===== src/rtl/mips_dbg_pkg.sv =====
// rtl/mips_dbg_pkg.sv - shared state encoding and constants for the MIPS debug controller
package mips_dbg_pkg;

    typedef enum logic [2:0] {
        ST_LOAD     = 3'd0,
        ST_WAIT_CMD = 3'd1,
        ST_RUN      = 3'd2,
        ST_STEP     = 3'd3,
        ST_DONE     = 3'd4
    } state_t;

    localparam logic [31:0] HALT_WORD    = 32'hFFFF_FFFF;
    localparam int          DRAIN_CYCLES = 4;

    localparam logic [7:0] CMD_RUN  = 8'h52;
    localparam logic [7:0] CMD_STEP = 8'h53;
    localparam logic [7:0] CMD_LOAD = 8'h4C;

endpackage


===== src/rtl/mips_debug_ctrl_if.sv =====
// rtl/mips_debug_ctrl_if.sv - received-byte stream and program-memory preload bus
interface mips_debug_ctrl_if #(
    parameter int LEN = 32
);
    logic [7:0]     i_rx_data;
    logic           i_rx_valid;
    logic           o_rx_ready;
    logic           o_preload_flag;
    logic [LEN-1:0] o_preload_address;
    logic [LEN-1:0] o_preload_instruction;

    modport master (
        output i_rx_data, i_rx_valid,
        input  o_rx_ready, o_preload_flag, o_preload_address, o_preload_instruction
    );

    modport slave (
        input  i_rx_data, i_rx_valid,
        output o_rx_ready, o_preload_flag, o_preload_address, o_preload_instruction
    );
endinterface


===== src/rtl/mips_debug_ctrl_word_assembler.sv =====
// rtl/mips_debug_ctrl_word_assembler.sv - packs MSB-first bytes into LEN-bit words
module word_assembler #(
    parameter int LEN = 32
) (
    input  logic           clk,
    input  logic           rst_n,
    input  logic           clear,
    input  logic [7:0]     byte_data,
    input  logic           byte_valid,
    output logic [LEN-1:0] word,
    output logic           word_valid
);
    localparam int NB = LEN / 8;
    localparam int IW = (NB > 1) ? $clog2(NB) : 1;

    logic [LEN-9:0] shreg;
    logic [IW-1:0]  idx;

    // The completed word is presented combinationally on the last byte so the
    // controller can write it and change state on the same edge.
    assign word       = {shreg, byte_data};
    assign word_valid = byte_valid && (idx == IW'(NB - 1));

    always_ff @(posedge clk or negedge rst_n) begin
        if (!rst_n) begin
            shreg <= '0;
            idx   <= '0;
        end else if (clear) begin
            shreg <= '0;
            idx   <= '0;
        end else if (byte_valid) begin
            shreg <= word[LEN-9:0];
            idx   <= word_valid ? '0 : idx + IW'(1);
        end
    end
endmodule


===== src/rtl/mips_debug_ctrl.sv =====
// rtl/mips_debug_ctrl.sv - debug loader/run/step controller for a MIPS core
module mips_debug_ctrl
    import mips_dbg_pkg::*;
#(
    parameter int LEN               = 32,
    parameter int RAM_DEPTH_PROGRAM = 32,
    parameter int NB_CYCLES         = 32
) (
    input  logic                 i_clk,
    input  logic                 i_rst,
    mips_debug_ctrl_if.slave     bus,
    input  logic [LEN-1:0]       i_if_id_instr,
    output logic                 o_mips_rst,
    output logic                 o_step_mode_flag,
    output logic                 o_step,
    output logic [NB_CYCLES-1:0] o_cycle_count,
    output logic                 o_done,
    output logic                 o_load_full
);
    state_t         state, state_next;
    logic [LEN-1:0] addr;
    logic [2:0]     drain;
    logic [LEN-1:0] word;
    logic           word_valid;
    logic           rx_ready;
    logic           preload_flag;
    logic [LEN-1:0] preload_address;
    logic [LEN-1:0] preload_instruction;

    logic load_accept, cmd_accept, enabled, drain_hit, drain_last;
    logic word_is_halt, last_slot, load_cmd;

    assign load_accept  = (state == ST_LOAD) && bus.i_rx_valid;
    assign cmd_accept   = bus.i_rx_valid && rx_ready;
    assign enabled      = (state == ST_RUN) || (state == ST_STEP);
    assign drain_hit    = enabled && ((i_if_id_instr == LEN'(HALT_WORD)) || (drain != 3'd0));
    assign drain_last   = drain_hit && (drain == 3'(DRAIN_CYCLES - 1));
    assign word_is_halt = (word == LEN'(HALT_WORD));
    assign last_slot    = (addr == LEN'(RAM_DEPTH_PROGRAM - 1));
    assign load_cmd     = (state == ST_DONE) && cmd_accept && (bus.i_rx_data == CMD_LOAD);

    // Held in clear outside LOAD so any partial word is dropped on exit.
    word_assembler #(.LEN(LEN)) u_asm (
        .clk        (i_clk),
        .rst_n      (i_rst),
        .clear      (state != ST_LOAD),
        .byte_data  (bus.i_rx_data),
        .byte_valid (load_accept),
        .word       (word),
        .word_valid (word_valid)
    );

    always_ff @(posedge i_clk or negedge i_rst) begin
        if (!i_rst) state <= ST_LOAD;
        else        state <= state_next;
    end

    always_comb begin
        state_next = state;
        case (state)
            ST_LOAD:     if (word_valid && (word_is_halt || last_slot)) state_next = ST_WAIT_CMD;
            ST_WAIT_CMD: if (cmd_accept) begin
                             if (bus.i_rx_data == CMD_RUN)       state_next = ST_RUN;
                             else if (bus.i_rx_data == CMD_STEP) state_next = ST_STEP;
                         end
            ST_RUN:      if (drain_last) state_next = ST_DONE;
            ST_STEP:     state_next = drain_last ? ST_DONE : ST_WAIT_CMD;
            ST_DONE:     if (load_cmd) state_next = ST_LOAD;
            default:     state_next = ST_LOAD;
        endcase
    end

    always_comb begin
        rx_ready         = 1'b1;
        o_mips_rst       = 1'b1;
        o_step_mode_flag = 1'b1;
        o_step           = 1'b0;
        o_done           = 1'b0;
        case (state)
            ST_LOAD: begin
                o_mips_rst       = 1'b0;
                o_step_mode_flag = 1'b0;
            end
            ST_RUN: begin
                rx_ready         = 1'b0;
                o_step_mode_flag = 1'b0;
            end
            ST_STEP: begin
                rx_ready = 1'b0;
                o_step   = 1'b1;
            end
            ST_DONE: o_done = 1'b1;
            default: ;
        endcase
    end

    always_ff @(posedge i_clk or negedge i_rst) begin
        if (!i_rst) begin
            addr                <= '0;
            drain               <= '0;
            o_cycle_count       <= '0;
            o_load_full         <= 1'b0;
            preload_flag        <= 1'b0;
            preload_address     <= '0;
            preload_instruction <= '0;
        end else begin
            preload_flag <= 1'b0;
            if (load_accept && word_valid) begin
                preload_flag        <= 1'b1;
                preload_address     <= addr;
                preload_instruction <= word;
                addr                <= addr + LEN'(1);
                if (!word_is_halt && last_slot) o_load_full <= 1'b1;
            end
            if (enabled && (o_cycle_count != {NB_CYCLES{1'b1}}))
                o_cycle_count <= o_cycle_count + NB_CYCLES'(1);
            if (drain_hit) drain <= drain + 3'd1;
            if (load_cmd) begin
                addr                <= '0;
                drain               <= '0;
                o_cycle_count       <= '0;
                o_load_full         <= 1'b0;
                preload_address     <= '0;
                preload_instruction <= '0;
            end
        end
    end

    assign bus.o_rx_ready            = rx_ready;
    assign bus.o_preload_flag        = preload_flag;
    assign bus.o_preload_address     = preload_address;
    assign bus.o_preload_instruction = preload_instruction;
endmodule


===== src/flat_wrapper.sv =====
// flat-port wrapper written by rule: the top's interface ports become plain ports
module mips_debug_ctrl_flat import mips_dbg_pkg::*;
#(
    parameter int LEN               = 32,
    parameter int RAM_DEPTH_PROGRAM = 32,
    parameter int NB_CYCLES         = 32
)
  (i_clk, i_rst, i_if_id_instr, o_mips_rst, o_step_mode_flag, o_step, o_cycle_count, o_done, o_load_full, bus_i_rx_data, bus_i_rx_valid, bus_o_rx_ready, bus_o_preload_flag, bus_o_preload_address, bus_o_preload_instruction);
  mips_debug_ctrl_if #(.LEN(LEN)) bus_i ();
  input  logic i_clk;
  input  logic i_rst;
  input  logic [LEN-1:0] i_if_id_instr;
  output logic o_mips_rst;
  output logic o_step_mode_flag;
  output logic o_step;
  output logic [NB_CYCLES-1:0] o_cycle_count;
  output logic o_done;
  output logic o_load_full;
  input wire logic [$bits(bus_i.i_rx_data)-1:0] bus_i_rx_data;
  input wire logic [$bits(bus_i.i_rx_valid)-1:0] bus_i_rx_valid;
  output wire logic [$bits(bus_i.o_rx_ready)-1:0] bus_o_rx_ready;
  output wire logic [$bits(bus_i.o_preload_flag)-1:0] bus_o_preload_flag;
  output wire logic [$bits(bus_i.o_preload_address)-1:0] bus_o_preload_address;
  output wire logic [$bits(bus_i.o_preload_instruction)-1:0] bus_o_preload_instruction;
  assign bus_i.i_rx_data = bus_i_rx_data;
  assign bus_i.i_rx_valid = bus_i_rx_valid;
  assign bus_o_rx_ready = bus_i.o_rx_ready;
  assign bus_o_preload_flag = bus_i.o_preload_flag;
  assign bus_o_preload_address = bus_i.o_preload_address;
  assign bus_o_preload_instruction = bus_i.o_preload_instruction;
  mips_debug_ctrl #(.LEN(LEN), .RAM_DEPTH_PROGRAM(RAM_DEPTH_PROGRAM), .NB_CYCLES(NB_CYCLES)) u_core (.i_clk(i_clk), .i_rst(i_rst), .bus(bus_i), .i_if_id_instr(i_if_id_instr), .o_mips_rst(o_mips_rst), .o_step_mode_flag(o_step_mode_flag), .o_step(o_step), .o_cycle_count(o_cycle_count), .o_done(o_done), .o_load_full(o_load_full));
endmodule

===== config.mk =====
export PLATFORM = sky130hd
export DESIGN_NAME = mips_debug_ctrl_flat
export DESIGN_NICKNAME = d
export VERILOG_FILES = /design/src/rtl/mips_dbg_pkg.sv /design/src/rtl/mips_debug_ctrl_if.sv /design/src/rtl/mips_debug_ctrl_word_assembler.sv /design/src/rtl/mips_debug_ctrl.sv /design/src/flat_wrapper.sv
export SDC_FILE = /design/constraint.sdc
export NUM_CORES = 1
export LEC_CHECK = 0
export CAP_MARGIN = 10
export CORE_MARGIN = 1
export CORE_UTILIZATION = 52
export CTS_CLUSTER_SIZE = 28
export DETAILED_ROUTE_END_ITERATION = 10
export GPL_TIMING_DRIVEN = 0
export PLACE_DENSITY = 0.82
export SETUP_SLACK_MARGIN = 0.02
export SLEW_MARGIN = 20
export SYNTH_ARGS = -nofsm -noshare
export SYNTH_HDL_FRONTEND = slang
export SYNTH_SLANG_ARGS = --single-unit

===== constraint.sdc =====
create_clock -name i_clk -period 2.53 [get_ports i_clk]
set_input_delay 0.759 -clock i_clk [delete_from_list [all_inputs] [get_ports i_clk]]
set_output_delay 0.759 -clock i_clk [all_outputs]
set_load 0.05 [all_outputs]

==> impl_metrics.sql, run 1 <==
INSERT INTO impl_metrics (metric_group, metric, value, unit) VALUES
('sta', 'layout_worst_path_cycle_share', '1.006', ''),
('logic_synthesis', 'top_reg_cell_synth', 'sky130_fd_sc_hd__dfrtp_1', ''),
('pwr', 'cellPowerDensity', '619.1', 'nW/µm²'),
('setup_path', 'critical_path.endpoint_type', 'output pin', ''),
('cts', 'cts-root-buf', 'sky130_fd_sc_hd__clkbuf_16', ''),
('global_routing', 'wire_length_of_the_first_global_routing_pass', '31420', 'µm'),
('global_routing', 'grt_use_total', '0.2712', ''),
('detailed_routing', 'postRouteWirelength', '19570', 'µm'),
('floorplanning', 'area_inside_the_core_boundary', '14040', 'µm²'),
('layout', 'sequential_cell_area', '4055', 'µm²'),
('sta', 'max_freq', '0.3930', 'GHz'),
('detailed_routing', 'route.antenna.remaining_nets', '0', ''),
('floorplanning', 'row_count', '43', ''),
('cts', 'max-clock-path-buffers', '2', ''),
('logic_synthesis', 'postSynth.asyncResetShare', '1.000', ''),
('outcome', 'failed_checks', 'negative setup slack', ''),
('floorplanning', 'die-width', '122.9', 'µm'),
('placed_design', 'dp_hpwl', '13630', 'µm'),
('logic_synthesis', 'post_synthesis_average_cell_area', '9.424', 'µm²'),
('sta', 'finalSetupViolCount', '1', ''),
('layout', 'finish.net_count', '1028', ''),
('run', 'max-cap-violations', '0', ''),
('layout', 'fin_area', '10020', 'µm²'),
('logic_synthesis', 'synth.cell_area', '7596', 'µm²'),
('detailed_routing', 'drt_drc_violations_left', '0', ''),
('cts', 'holdBufCountCts', '0', ''),
('setup_path', 'kind_of_launch_point_of_the_worst_setup_path', 'flop', ''),
('sta', 'finalWorstPathRequiredPeriod', '2.544', 'ns'),
('floorplanning', 'dieHeight', '122.9', 'µm'),
('sta', 'relSlewSlack', '0.4971', ''),
('cts', 'cts_tree', 'done', ''),
('sta', 'clock-skew-final', '0.005293', 'ns'),
('logic_synthesis', 'syn-num-nets', '855', ''),
('placed_design', 'placement.setup.worst_slack', '-0.6292', 'ns'),
('logic_synthesis', 'unique_masters_post_synth', '49', ''),
('sta', 'final_hold_viol_count', '0', ''),
('floorplanning', 'ios', '146', ''),
('cts', 'worst_setup_hold_path_clk_slew', '0.06', 'ns'),
('cts', 'h-tree-depth', '4', ''),
('logic_synthesis', 'yosysWarningCount', '0', ''),
('global_routing', 'first_global_vias', '6293', ''),
('detailed_routing', 'vias', '6633', ''),
('sta', 'slew_violations', '0', ''),
('placed_design', 'place.port_buffers', '145', ''),
('sta', 'grt_setup_unrepaired', 'true', ''),
('layout', 'n_antenna_cell', '0', ''),
('cts', 'cts-buffers-inserted', '17', ''),
('cts', 'clock_latency', '0.43', 'ns'),
('setup_path', 'critical_path_arrival', '1.79', 'ns'),
('sta', 'layout_setup_ws', '-0.01426', 'ns'),
('logic_synthesis', 'seq_area_frac_synth', '0.5337', ''),
('global_routing', 'grt_overflow_total', '0', ''),
('layout', 'number_of_fillers_in_the_final_layout', '1044', ''),
('setup_path', 'worst-endpoint-required', '1.77', 'ns'),
('logic_synthesis', 'ys_seq_elements', '162', ''),
('detailed_routing', 'detail_route.iter0.violations', '456', ''),
('floorplanning', 'floorplan.initialDensity', '0.5409', ''),
('layout', 'multi_input_comb_area', '3356', 'µm²'),
('logic_synthesis', 'netlist_instances', '806', ''),
('pwr', 'cellLeakagePower', '4.297', 'nW'),
('placed_design', 'gp_routability_congestion', '0.8691', ''),
('layout', 'layout_cells_sized_above_1', '0.09476', ''),
('setup_path', 'worstPathMaxFanout', '6', ''),
('global_routing', 'antenna_found_initial', '0', ''),
('detailed_routing', 'viasPerCell', '5.660', ''),
('layout', 'layout-area-overhead-vs-synth', '31.97', '%'),
('global_routing', 'pin_count_of_the_biggest_net_entering_global_routing', '98', ''),
('outcome', 'outcome', 'finished, violations left', ''),
('setup_path', 'critPathKind', 'reg2out', ''),
('logic_synthesis', 'count_of_flip_flops_with_a_built_in_enable_after_synthesis', '0', ''),
('placed_design', 'place_area', '9305', 'µm²'),
('floorplanning', 'die-area', '15090', 'µm²'),
('detailed_routing', 'detail_route.wl_per_cell', '16.70', 'µm'),
('pwr', 'vdd.ir_drop.worst', '0.5212', 'mV'),
('cts', 'clock_sinks', '162', ''),
('layout', 'final_standard_cell_utilization_of_the_core', '0.7139', ''),
('sta', 'tightestPinTransition', '0.7543', 'ns'),
('worst_hold_path', 'holdCritPathClass', 'in2async', ''),
('detailed_routing', 'drtPass1Iterations', '5', '');
## cell families after synthesis
family / count (synthesis) / synth area share
adders and majority gates: 6 / 0.009883
xor gates and xnor gates: 50 / 0.05765
buffers and inverters: 56 / 0.03097
DFF: 162 / 0.5337
AOI/OAI and AO/OA: 110 / 0.08401
and+or+nand+nor: 397 / 0.2509
muxes: 25 / 0.03294
## placed cells by master (no fill, tap or decap), types with 6 or more instances in the layout
cell,instances
sky130_fd_sc_hd__a21oi_1,12
sky130_fd_sc_hd__and2_1,10
sky130_fd_sc_hd__and3_1,9
sky130_fd_sc_hd__and4_1,6
sky130_fd_sc_hd__buf_2,11
sky130_fd_sc_hd__buf_4,11
sky130_fd_sc_hd__clkbuf_1,13
sky130_fd_sc_hd__clkbuf_16,17
sky130_fd_sc_hd__clkbuf_2,9
sky130_fd_sc_hd__clkdlybuf4s50_1,129
sky130_fd_sc_hd__dfrtp_1,161
sky130_fd_sc_hd__ha_1,6
sky130_fd_sc_hd__inv_1,12
sky130_fd_sc_hd__mux2i_1,25
sky130_fd_sc_hd__nand2_1,152
sky130_fd_sc_hd__nand3_1,41
sky130_fd_sc_hd__nand4_1,40
sky130_fd_sc_hd__nor2_1,89
sky130_fd_sc_hd__nor3_1,9
sky130_fd_sc_hd__nor4_1,13
sky130_fd_sc_hd__o2111ai_1,6
sky130_fd_sc_hd__o21ai_0,79
sky130_fd_sc_hd__xnor2_1,18
sky130_fd_sc_hd__xor2_1,32
## cell type report
type,instances,share of cell area
buffer,41,0.02172
clock buffer,18,0.04281
clock inverter,14,0.01410
inverter,14,0.005617
multi-input combinational,588,0.3347
sequential,162,0.4045
tap,180,0.02247
timing repair buffer,155,0.1540
## cell usage after synthesis (all sizes together) (2+ instances only)
master   instances  area [µm²]
nor2            92       350.3
nor2b            2       12.51
dfrtp          162        4054
nand4           41       271.5
and3             9       56.30
mux2i           25       250.2
and4             6       52.55
xor2            32       280.3
a21oi           12       60.06
clkbuf          20       75.07
a2111oi          3       45.04
nor3            15       96.35
nand2          152       570.6
nand3           42       210.2
ha               6       75.07
nor4            15       115.1
a211oi           3       27.52
nand2b           2       12.51
nor4b            2       17.52
o21ai           79       395.4
inv             14       52.55
and2            10       62.56
or3              3       18.77
nor3b            2       20.02
o2111ai          6       52.55
buf             22       107.6
xnor2           18       157.7
## metal layers
metal,part of all wire,global-route usage
met1,0.44,0.3633
met3,0.059,0.06459
met5,0,0
met2,0.49,0.4333
met4,0.015,0.08994
## stage by stage
step	cells	total power [mW]	hold WS [ns]	setup TNS [ns]
finish	1172	6.206	0.2790	-0.01426
global route	1172	6.432	0.3090	-0.1130
CTS	1167	6.144	0.2921	-0.1278
detailed placement	1132	3.687	0.4945	-73.56
global placement	1131	3.667	0.4870	-1007.28
floorplan	806	3.317	0.4634	0
## power by group
part / internal, mW / switching, mW
logic: 0.324 / 0.611
registers: 2.68 / 0.111
clock network: 1.44 / 1.04
total: 4.45 / 1.76
## critical path, cell delays in order, from the launching register on
cell	delay, ns
sky130_fd_sc_hd__dfrtp_1	0.47
sky130_fd_sc_hd__nor3b_2	0.45
sky130_fd_sc_hd__clkdlybuf4s15_2	0.44
## repair_timing
item / in CTS / in global routing
buffers inserted: 4 / 5
resized for setup: 40 / 25
endpoints found under the setup margin: 124 / 67
pin swaps: 1 / 1
## path summary, 6_finish.rpt
kind	start	end	slack (ns)	cells after the start
worst min-delay path	i_rst	u_core.addr[28]	0.28	1
worst min register to register	u_core.drain[2]	u_core.drain[2]	0.51	2
min in group i_clk	u_core.drain[2]	u_core.drain[2]	0.51	2
worst max register to register	u_core.o_cycle_count[22]	u_core.o_cycle_count[17]	0.24	7
worst max-delay path	u_core.state[2]	o_done	-0.01	2
max in group asynchronous	i_rst	u_core.state[1]	1.40	2
## state kept, by name, indices dropped and copies added, names as in the netlist
name and count:
u_core.o_cycle_count 32, u_core.u_asm.idx 2, u_core.bus.o_preload_flag 1, u_core.drain 3, u_core.bus.o_preload_instruction 32, u_core.bus.o_preload_address 32
u_core.u_asm.shreg 24, u_core.addr 32, u_core.o_load_full 1, u_core.state 3
(Power assumes the default switching activity.)
==> inputs of run 2 (changes only) <==
--- a/config.mk
+++ b/config.mk
@@ -13,7 +13,7 @@
 export GPL_TIMING_DRIVEN = 0
 export PLACE_DENSITY = 0.82
 export SETUP_SLACK_MARGIN = 0.02
-export SLEW_MARGIN = 20
+export SLEW_MARGIN = 10
 export SYNTH_ARGS = -nofsm -noshare
 export SYNTH_HDL_FRONTEND = slang
 export SYNTH_SLANG_ARGS = --single-unit
==> run 2 against run 1 <==
The flow now finishes without violations. Hold slack lost 0.012 ns. Global-route usage grew 0.56 points. Utilization grew 0.52 points. Cell count shrank 0.26%. Routed wire length grew 1.6%. Worst setup slack gained 0.053 ns. Sequential cell count is the same. Via count grew 1.1%. Critical path depth is the same. Sequential share of layout area shrank 0.29 points. Critical endpoint unchanged. Largest cell class unchanged. Highest routed layer unchanged.
==> impl_metrics.sql, run 2 (synthesized netlist as in run 1, its figures left out) <==
INSERT INTO impl_metrics (metric_group, metric, value, unit) VALUES
('detailed_routing', 'detail_route.iter0.violations', '578', ''),
('layout', 'final_standard_cell_utilization_of_the_core', '0.7191', ''),
('layout', 'layout-area-overhead-vs-synth', '32.93', '%'),
('sta', 'final_hold_viol_count', '0', ''),
('pwr', 'cellPowerDensity', '633.8', 'nW/µm²'),
('sta', 'max_freq', '0.4015', 'GHz'),
('sta', 'layout_worst_path_cycle_share', '0.9845', ''),
('cts', 'worst_setup_hold_path_clk_slew', '0.06', 'ns'),
('detailed_routing', 'route.antenna.remaining_nets', '0', ''),
('setup_path', 'ordered_cell_list_for_the_critical_path', 'nor3b_2 -> clkbuf_2', ''),
('floorplanning', 'die-area', '15090', 'µm²'),
('setup_path', 'critPathKind', 'reg2out', ''),
('setup_path', 'worst-endpoint-required', '1.77', 'ns'),
('setup_path', 'path_buf_inv', '1', ''),
('setup_path', 'critical_path.endpoint_type', 'output pin', ''),
('global_routing', 'first_global_vias', '6385', ''),
('worst_hold_path', 'holdCritPathClass', 'in2async', ''),
('pwr', 'p_switching', '1.722', 'mW'),
('detailed_routing', 'postRouteWirelength', '19890', 'µm'),
('global_routing', 'grt_use_total', '0.2768', ''),
('pwr', 'power_report.internal_total', '4.678', 'mW'),
('sta', 'layout_setup_ws', '0.03923', 'ns'),
('pwr', 'seqPwrFrac', '0.436', ''),
('pwr', 'vdd.ir_drop.worst', '0.4644', 'mV'),
('layout', 'mostFrequentLayoutCells', '161 x sky130_fd_sc_hd__dfrtp_1, 152 x sky130_fd_sc_hd__nand2_1, 127 x sky130_fd_sc_hd__clkdlybuf4s50_1, 89 x sky130_fd_sc_hd__nor2_1, 79 x sky130_fd_sc_hd__o21ai_0', ''),
('cts', 'max-clock-path-buffers', '2', ''),
('cts', 'cts-root-buf', 'sky130_fd_sc_hd__clkbuf_16', ''),
('detailed_routing', 'drtPass1Iterations', '8', ''),
('setup_path', 'kind_of_launch_point_of_the_worst_setup_path', 'flop', ''),
('setup_path', 'critical_path_arrival', '1.73', 'ns'),
('floorplanning', 'die-width', '122.9', 'µm'),
('placed_design', 'place.port_buffers', '145', ''),
('setup_path', 'timing.critical_path.max_delay_family', 'flip-flops', ''),
('floorplanning', 'ios', '146', ''),
('floorplanning', 'area_inside_the_core_boundary', '14040', 'µm²'),
('sta', 'fin_tns_setup', '0', 'ns'),
('pwr', 'cellLeakagePower', '4.328', 'nW'),
('cts', 'clock_latency', '0.43', 'ns'),
('outcome', 'outcome', 'completed', ''),
('global_routing', 'wire_length_of_the_first_global_routing_pass', '31820', 'µm'),
('floorplanning', 'floorplan.initialDensity', '0.5409', ''),
('floorplanning', 'row_count', '43', ''),
('sta', 'slew_violations', '0', ''),
('detailed_routing', 'viasPerCell', '5.737', ''),
('sta', 'grt_setup_unrepaired', 'true', ''),
('cts', 'clock_sinks', '162', ''),
('floorplanning', 'dieHeight', '122.9', 'µm'),
('sta', 'finalSetupViolCount', '0', ''),
('global_routing', 'pin_count_of_the_biggest_net_entering_global_routing', '103', ''),
('cts', 'cts_tree', 'done', ''),
('pwr', 'clock_power_share', '0.428', ''),
('run', 'max-cap-violations', '0', ''),
('global_routing', 'grt_util_met1', '0.3681', ''),
('global_routing', 'globalRoute.busiestLayer', 'met2', ''),
('placed_design', 'dp_hpwl', '13590', 'µm'),
('placed_design', 'gp_routability_congestion', '0.8691', ''),
('layout', 'layout_cells_sized_above_1', '0.09505', ''),
('sta', 'relSlewSlack', '0.5086', ''),
('pwr', 'part_of_the_total_power_dissipated_in_combinational_logic', '0.137', ''),
('detailed_routing', 'drt_drc_violations_left', '0', ''),
('layout', 'final_common_cell', 'sky130_fd_sc_hd__dfrtp_1', ''),
('setup_path', 'worstPathMaxFanout', '6', ''),
('setup_path', 'critPathSlowestCell', 'sky130_fd_sc_hd__dfrtp_1', ''),
('detailed_routing', 'vias', '6706', ''),
('layout', 'n_antenna_cell', '0', ''),
('layout', 'finish.net_count', '1025', ''),
('sta', 'clock-skew-final', '0.007689', 'ns'),
('cts', 'cts-buffers-inserted', '17', ''),
('sta', 'finalWorstPathRequiredPeriod', '2.491', 'ns'),
('detailed_routing', 'detail_route.wl_per_cell', '17.01', 'µm'),
('global_routing', 'grtUsageMet3', '0.06320', ''),
('pwr', 'sw_frac_of_total', '0.2690', ''),
('global_routing', 'antenna_found_initial', '0', ''),
('layout', 'number_of_fillers_in_the_final_layout', '994', ''),
('cts', 'h-tree-depth', '4', ''),
('setup_path', 'worst_path_largest_cell_delay', '0.47', 'ns'),
('sta', 'tightestPinTransition', '0.7372', 'ns'),
('placed_design', 'placement.setup.worst_slack', '-0.6278', 'ns'),
('global_routing', 'fraction_of_met2_tracks_used_by_global_routing', '0.4364', ''),
('global_routing', 'grt_overflow_total', '0', '');
[run 2: cell count changes in the layout (fill, tap and decap cells not counted), sizes merged]
| cell | delta |
|---|---|
| clkbuf | +8 |
| buf | -6 |
| clkinv | -4 |
| bufinv | +2 |
| clkdlybuf4s50 | -2 |
| clkinvlp | -2 |
| dlymetal6s2s | +2 |
| clkdlybuf4s15 | -1 |
[run 2: worst register-to-register path, cell delays in order (launching register included)]
cell and delay [ns]:
sky130_fd_sc_hd__dfrtp_2 0.44, sky130_fd_sc_hd__nor2b_2 0.17, sky130_fd_sc_hd__buf_6 0.17, sky130_fd_sc_hd__clkinvlp_4 0.24, sky130_fd_sc_hd__nor3_2 0.28, sky130_fd_sc_hd__nand4_1 0.23
sky130_fd_sc_hd__a2111oi_2 0.46, sky130_fd_sc_hd__xnor2_1 0.17, sky130_fd_sc_hd__nor2_1 0.06
[run 2: worst paths after layout]
check,from,cells past startpoint,endpoint,slack [ns]
worst max-delay path,u_core.state[2],2,o_done,0.04
worst min register to register,u_core.drain[2],2,u_core.drain[2],0.50
worst max register to register,u_core.state[1],8,u_core.o_cycle_count[20],0.20
worst min-delay path,i_rst,1,u_core.bus.o_preload_instruction[7],0.27
max in group asynchronous,i_rst,2,u_core.state[1],1.42
min in group i_clk,u_core.drain[2],2,u_core.drain[2],0.50
[run 2: area by class of cell]
| type | instances | area [µm²] | area share |
|---|---|---|---|
| Buffer | 41 | 212.7 | 0.02107 |
| Clock buffer | 22 | 474.2 | 0.04696 |
| Clock inverter | 10 | 155.1 | 0.01537 |
| Inverter | 14 | 56.30 | 0.005576 |
| Multi-Input combinational cell | 588 | 3388 | 0.3356 |
| Sequential cell | 162 | 4055 | 0.4016 |
| Tap cell | 180 | 225.2 | 0.02230 |
| Timing Repair Buffer | 152 | 1530 | 0.1515 |
[run 2: what timing repair did]
item	in CTS	in global routing
endpoints found under the hold margin	0	0
hold buffers	0	0
pin swaps	2	3
buffers inserted	5	1
setup endpoints to repair	125	93
gates resized for setup	32	39
[run 2: power groups by stage]
stage	sequential (mW)	clock [mW]	combinational (mW)
2_1_floorplan	2.87	0	0.447
3_3_place_gp	2.82	0	0.849
6_report	2.79	2.74	0.875
3_5_place_dp	2.82	0	0.868
5_1_grt	2.79	2.89	0.950
4_1_cts	2.78	2.77	0.859
[run 2: through the flow]
stage          hold slack [ns]  cells  total power, mW  instance area (µm²)
2_1_floorplan           0.4634    806            3.317                 7596
3_3_place_gp            0.4870   1131            3.667                 9273
3_5_place_dp            0.4945   1132            3.686                 9305
4_1_cts                 0.2788   1168            6.402                 9983
5_1_grt                 0.2954   1169            6.634                10100
6_report                0.2669   1169            6.399                10100
[run 2: per-layer routing]
metal / wire length, µm / share of wire
met1: 8583 / 0.43
met2: 9583 / 0.48
met3: 1326 / 0.067
met4: 393 / 0.020
met5: 0 / 0
==> inputs of run 3 (changes only) <==
--- a/config.mk
+++ b/config.mk
@@ -6,7 +6,6 @@
 export NUM_CORES = 1
 export LEC_CHECK = 0
 export CAP_MARGIN = 10
-export CORE_MARGIN = 1
 export CORE_UTILIZATION = 52
 export CTS_CLUSTER_SIZE = 28
 export DETAILED_ROUTE_END_ITERATION = 10
==> results of run 3 <==
No change in the layout: final DEF, timing and power equal those of run 2.
==> RTL change 1 (settings of run 3) <==
Encoding of `state_t`: now one-hot (5 bits for 5 states).
--- a/src/rtl/mips_dbg_pkg.sv
+++ b/src/rtl/mips_dbg_pkg.sv
@@ -1,12 +1,12 @@
 // rtl/mips_dbg_pkg.sv - shared state encoding and constants for the MIPS debug controller
 package mips_dbg_pkg;
 
-    typedef enum logic [2:0] {
-        ST_LOAD     = 3'd0,
-        ST_WAIT_CMD = 3'd1,
-        ST_RUN      = 3'd2,
-        ST_STEP     = 3'd3,
-        ST_DONE     = 3'd4
+    typedef enum logic [4:0] {
+        ST_LOAD     = 5'b00001,
+        ST_WAIT_CMD = 5'b00010,
+        ST_RUN      = 5'b00100,
+        ST_STEP     = 5'b01000,
+        ST_DONE     = 5'b10000
     } state_t;
 
     localparam logic [31:0] HALT_WORD    = 32'hFFFF_FFFF;
Function: same outputs for any inputs over 10 cycles, from zero or initial values and one cycle with i_rst low; not proved beyond that.
==> RTL change 1 against run 3 <==
Register-to-register slack worse by 130 ps. Die area is 3.6% higher. Sequential cell count is 2 higher. The flow now finishes with violations (design-rule violations, negative setup slack). First-iteration DRC count is 39% higher. Wire length is 7.1% higher. Non-clock buffer count is 14 higher. Final area is 3.5% higher. Highest routed layer unchanged. Critical path type unchanged. Core utilization is 0.53 points lower. Maximum frequency is 3.1% lower. Synthesized cell count is 3.7% higher. Worst setup slack worse by 81 ps. Synthesized area is 3.6% higher. Largest cell class unchanged.
Power is not compared: it rests on default switching activity, and its combinational part moved more than twofold at a synthesized area within 25%.
==> RTL change 1: results (changes against run 3) <==
Synthesis
  • Commonest cells in the netlist: nand2_1, dfrtp_1, a21oi_1
  • Top FF cell, synth: dfrtp_1
  • Post-synthesis cell type count: 55 (+12%)
  • Async S/R FF share, synth: 100% (unchanged)
  • Cells after Synth: 836 (+3.7%)
  • Seq/Total Area, Yosys: 52.2% (-1.2 points)
  • Synth top area cells: dfrtp_1, nand2_1, a21oi_1
  • Total nets after synthesis: 885 (+3.5%)

Layout
  • Nets: 1063 (+3.7%)
  • Fill cells: 1056 (+6.2%)
  • Layout cells sized above 1: 11.6% (+2.1 points)
  • # diodes: 0 (unchanged)

Timing
  • Final setup fails: 4 (+4)
  • Clock skew: 9.57 ps (+1.88 ps)
  • Final worst setup slack: -41.6 ps (-80.8 ps)
  • Rel. slew slack: 50.8% (-0.051 points)
  • Hold_ws: 244 ps (-22.6 ps)

Setup path
  • Worst EP arrival: 1810 ps (+80 ps)
  • Critical path's largest stage delay: 570 ps (+100 ps)
  • Crit path max fanout: 3 (-3)
  • R2R depth: 8 (unchanged)
  • R2R Setup Slk: 70 ps (-130 ps)
  • Slowest-stage cell, CP: or4_4

GRT
  • Largest net degree at the start of global routing: 102 (-0.97%)
  • First-pass GRT wire length: 34.3 mm (+7.9%)
  • Gr usage total: 27.7% (about the same)
  • Number of global-route vias before repair: 6901 (+8.1%)

CTS
  • Clock Latency Late Sink: 440 ps
  • CTS max path bufs: 2 (unchanged)
  • Clock-pin slew on the worst setup and hold paths: 70 ps
  • Root buffer cell: clkbuf_16

Pwr
  • Lkg Pwr: 0.00459 uW
  • Peak VDD IR: 0.761 mV

Place
  • Placed cells: 1165 (+2.9%)
  • Input/output buffers: 144 (-0.69%)
  • Hpwl dp: 14.3 mm (+5.2%)
  • GP Congestion: 0.881 (+1.4%)

Run status
  • Failing checks: design-rule violations, negative setup slack
  • Outcome: finished, violations left

Route
  • Vias per cell: 5.93 (+3.4%)
  • Number of DRC markers in iteration 0: 801 (+39%)
  • Via count: 7180 (+7.1%)
  • Wire per inst: 17.6 um (+3.3%)
  • # DRC: 10 (+10)
-- RTL change 1: changes by cell type after synthesis, sizes merged, moves of 12 or more --
cell | before | now
nand2 | 152 | 176
nor2 | 92 | 62
xor2 | 32 | 20
nand3 | 42 | 24
a21oi | 12 | 88
or3 | 3 | 17
o21ai | 79 | 18
or4 | 1 | 18
-- RTL change 1: path summary, 6_finish.rpt --
path	end	from
max	o_step_mode_flag	u_core.state[0]
min	u_core.bus.o_preload_address[6]	i_rst
max reg2reg	u_core.addr[11]	u_core.state[0]
min reg2reg	u_core.bus.o_preload_address[31]	u_core.bus.o_preload_address[31]
max in group asynchronous	u_core.state[1]	i_rst
min in group i_clk	u_core.bus.o_preload_address[31]	u_core.bus.o_preload_address[31]
-- RTL change 1: cells by family after synthesis --
| family | Yosys count | synth area share [%] |
|---|---|---|
| XOR/XNOR | 27 | 3.00 |
| buffers and inverters | 63 | 3.85 |
| flip-flops | 164 | 52.2 |
| AO/OA/AOI/OAI | 134 | 9.65 |
| multiplexers | 33 | 4.21 |
| adder cells (fa/ha/maj) | 6 | 0.954 |
| AND/OR/NAND/NOR | 409 | 26.2 |
-- RTL change 1: layout make-up --
type,count,area share [%]
Buffer,45,2.42
Clock buffer,18,4.11
Clock inverter,14,1.90
Inverter,15,0.610
Multi-Input combinational cell,609,33.8
Sequential cell,164,39.3
Tap cell,184,2.20
Timing Repair Buffer,162,15.7
-- RTL change 1: stage by stage --
step / setup slack, ps / setup TNS (ps) / area [um^2]
after floorplan: 132 / 0 / 7870
after global placement: -5910 / -1021980 / 9540
after detailed placement: -791 / -62760 / 9580
after CTS: -39.4 / -39.4 / 10300
after global routing: -79.9 / -253 / 10500
final: -41.6 / -79.0 / 10500
-- RTL change 1: metal layers --
metal | up-vias | global-route usage (%) | routed length [um]
met4 | 0 | 12.4 | 651
li1 | 3305 | - | -
met5 | - | 0 | 0
met3 | 63 | 5.31 | 1470
met1 | 3470 | 37.3 | 8910
met2 | 342 | 43.7 | 10300
-- RTL change 1: power by group --
| group | switching (uW) | total [uW] | internal, uW |
|---|---|---|---|
| Sequential | 299 | 3320 | 3020 |
| Clock | 1100 | 2770 | 1660 |
| Combinational | 1640 | 2450 | 813 |
-- RTL change 1: critical path, delay by kind of cell, from the launching register on --
kind | cells | cell delay (ps)
DFF | 1 | 560
xor gates and xnor gates | 1 | 80
and+or+nand+nor | 1 | 570
buffers and inverters | 1 | 170
-- RTL change 1: timing repair --
item | in CTS | in global routing
endpoints found under the setup margin | 102 | 119
cloned | 0 | 0
hold endpoints to repair | 0 | 0
setup buffers | 7 | 10
gates resized for setup | 62 | 28
pin swaps | 4 | 5
==> RTL change 2 (settings of run 3) <==
Without the edit above. `NB_CYCLES` is set to 32 in 2 places; all go to 48.
--- a/src/rtl/mips_debug_ctrl.sv
+++ b/src/rtl/mips_debug_ctrl.sv
@@ -4,7 +4,7 @@
 #(
     parameter int LEN               = 32,
     parameter int RAM_DEPTH_PROGRAM = 32,
-    parameter int NB_CYCLES         = 32
+    parameter int NB_CYCLES         = 48
 ) (
     input  logic                 i_clk,
     input  logic                 i_rst,
--- a/src/flat_wrapper.sv
+++ b/src/flat_wrapper.sv
@@ -3,7 +3,7 @@
 #(
     parameter int LEN               = 32,
     parameter int RAM_DEPTH_PROGRAM = 32,
-    parameter int NB_CYCLES         = 32
+    parameter int NB_CYCLES         = 48
 )
   (i_clk, i_rst, i_if_id_instr, o_mips_rst, o_step_mode_flag, o_step, o_cycle_count, o_done, o_load_full, bus_i_rx_data, bus_i_rx_valid, bus_o_rx_ready, bus_o_preload_flag, bus_o_preload_address, bus_o_preload_instruction);
   mips_debug_ctrl_if #(.LEN(LEN)) bus_i ();
Interface: changed (resized o_cycle_count); port bits go from 146 to 162. The function was not compared with the original's and may differ.
==> RTL change 2 against run 3 <==
Worst setup slack got worse by 8.7 ps. Sequential cell count rose by 16. Highest routed layer unchanged. Via count grew 15%. Synthesized area is 12% higher. Core utilization is 1.3 points lower. Clock skew is 1.8 ps higher. Global-route usage grew 0.72 points. Final area rose by 12%. Wire length rose by 16%. Total power increased by 17%.
==> RTL change 2: results (changes against run 3) <==
Synthesis
  • Seq/Total Area, Yosys: 52.3% (-1.0 points)
  • Commonest cells in the netlist: nand2_1, dfrtp_1, nor2_1
  • Total nets after synthesis: 968 (+13%)
  • Synth top area cells: dfrtp_1, nand2_1, xor2_1
  • Synthesis Warnings: 0 (unchanged)
  • Cells after Synth: 919 (+14%)
  • Yosys reg bits: 178 (+9.9%)

Floorplanning
  • Core area: 15900 um^2 (+14%)

Timing
  • Min Clock Period, post-route: 2500 ps (+8.66 ps)
  • Clock skew: 9.54 ps (+1.85 ps)
  • Rel. slew slack: 51.0% (+0.10 points)
  • Hold_ws: 306 ps (+39.0 ps)

Route
  • Detail Route Antenna Nets: 0 (unchanged)
  • Vias per cell: 5.79 (+0.98%)
  • Drt first pass iters: 5 (-3)
  • Wire per inst: 17.3 um (+1.8%)
  • Number of DRC markers in iteration 0: 654 (+13%)
  • Wire length on met2: 11.4 mm (+19%)
  • Detail Route met3 WL: 1.58 mm (+19%)
  • Post-Route M1 WL: 9.46 mm (+10%)
  • Total wire length: 23.1 mm (+16%)

Layout
  • Count of non-CTS inverters in the layout: 15 (+1)
  • Buffering overhead: 17.8% (+0.55 points)
  • Multi-input gates: 680 (+16%)
  • Multi-input gate area: 3900 um^2 (+15%)
  • Nets: 1155 (+13%)
  • CLK BUF: 18 (-18%)
  • Layout cells sized above 1: 8.94% (-0.57 points)
  • Fill cells: 1228 (+24%)
  • Seq/total area: 39.6% (-0.58 points)
  • FF/Latch Area: 4460 um^2 (+9.9%)
  • Nonclk buf count: 214 (+11%)

Place
  • Hpwl dp: 15.9 mm (+17%)
  • GP Congestion: 0.879 (+1.1%)
  • Input/output buffers: 161 (+11%)
  • Setup WS pre-CTS: -1160 ps (-537 ps)
  • Placed cells: 1297 (+15%)
  • Area after DPL: 10400 um^2 (+12%)

Setup path
  • Reg2Reg Capture Point: u_core.bus.o_preload_instruction[16]
  • Critical path's largest stage delay: 860 ps (+390 ps)
  • Cell family with most CP delay: buffers and inverters
  • Critical Path End: o_cycle_count[45]
  • R2R depth: 8 (unchanged)
  • Critical path origin: u_core.o_cycle_count[45]
  • R2R Setup Slk: 100 ps (-100 ps)
  • Slowest-stage cell, CP: clkdlybuf4s50_1
  • Crit path max fanout: 4 (-2)

Pwr
  • Sequential Power: 3220 uW (+15%)
  • Peak VDD IR: 0.498 mV (+7.1%)
  • Lkg Pwr: 0.00473 uW (+9.2%)
  • Logic pwr share: 22.6% (+8.9 points)
  • Sequential group share of total power: 42.9% (-0.7 points)
  • Power Internal: 5010 uW (+7.1%)

GRT
  • Largest net degree at the start of global routing: 102 (-0.97%)
  • Gr usage total: 28.4% (+0.72 points)
  • First-pass GRT wire length: 36.7 mm (+15%)
  • Initial antenna violation count: 0 (unchanged)

CTS
  • CTS max path bufs: 2 (unchanged)
  • CTS Buf Count: 17 (unchanged)

Run status
  • Outcome: complete, no violations
[RTL change 2: changes by cell type after synthesis, sizes merged, moves of 6 or more]
cell,before,now
and3,9,15
buf,22,14
clkbuf,20,32
dfrtp,162,178
nand2,152,186
nand4,41,49
nor2,92,101
nor4,15,26
o2111ai,6,0
or4,1,7
xor2,32,43
[RTL change 2: repair_timing]
item | 4_1_cts | 5_1_grt
gates resized for setup | 70 | 41
setup endpoints to repair | 160 | 96
buffers inserted | 1 | 6
pin swaps | 2 | 2
hold buffers | 0 | 0
cloned | 0 | 0
[RTL change 2: cells by family after synthesis]
family | after synthesis | share of synthesized area [%]
adders and majority gates | 6 | 0.882
AOI/OAI and AO/OA | 104 | 6.66
muxes | 31 | 3.66
xor gates and xnor gates | 60 | 6.17
buffers and inverters | 61 | 3.00
DFF | 178 | 52.3
and+or+nand+nor | 479 | 27.3
[RTL change 2: layer usage]
layer	up-vias	track usage (%)
met4	0	13.5
met3	58	5.13
met1	3749	37.2
met2	369	46.0
li1	3557	-
met5	-	0
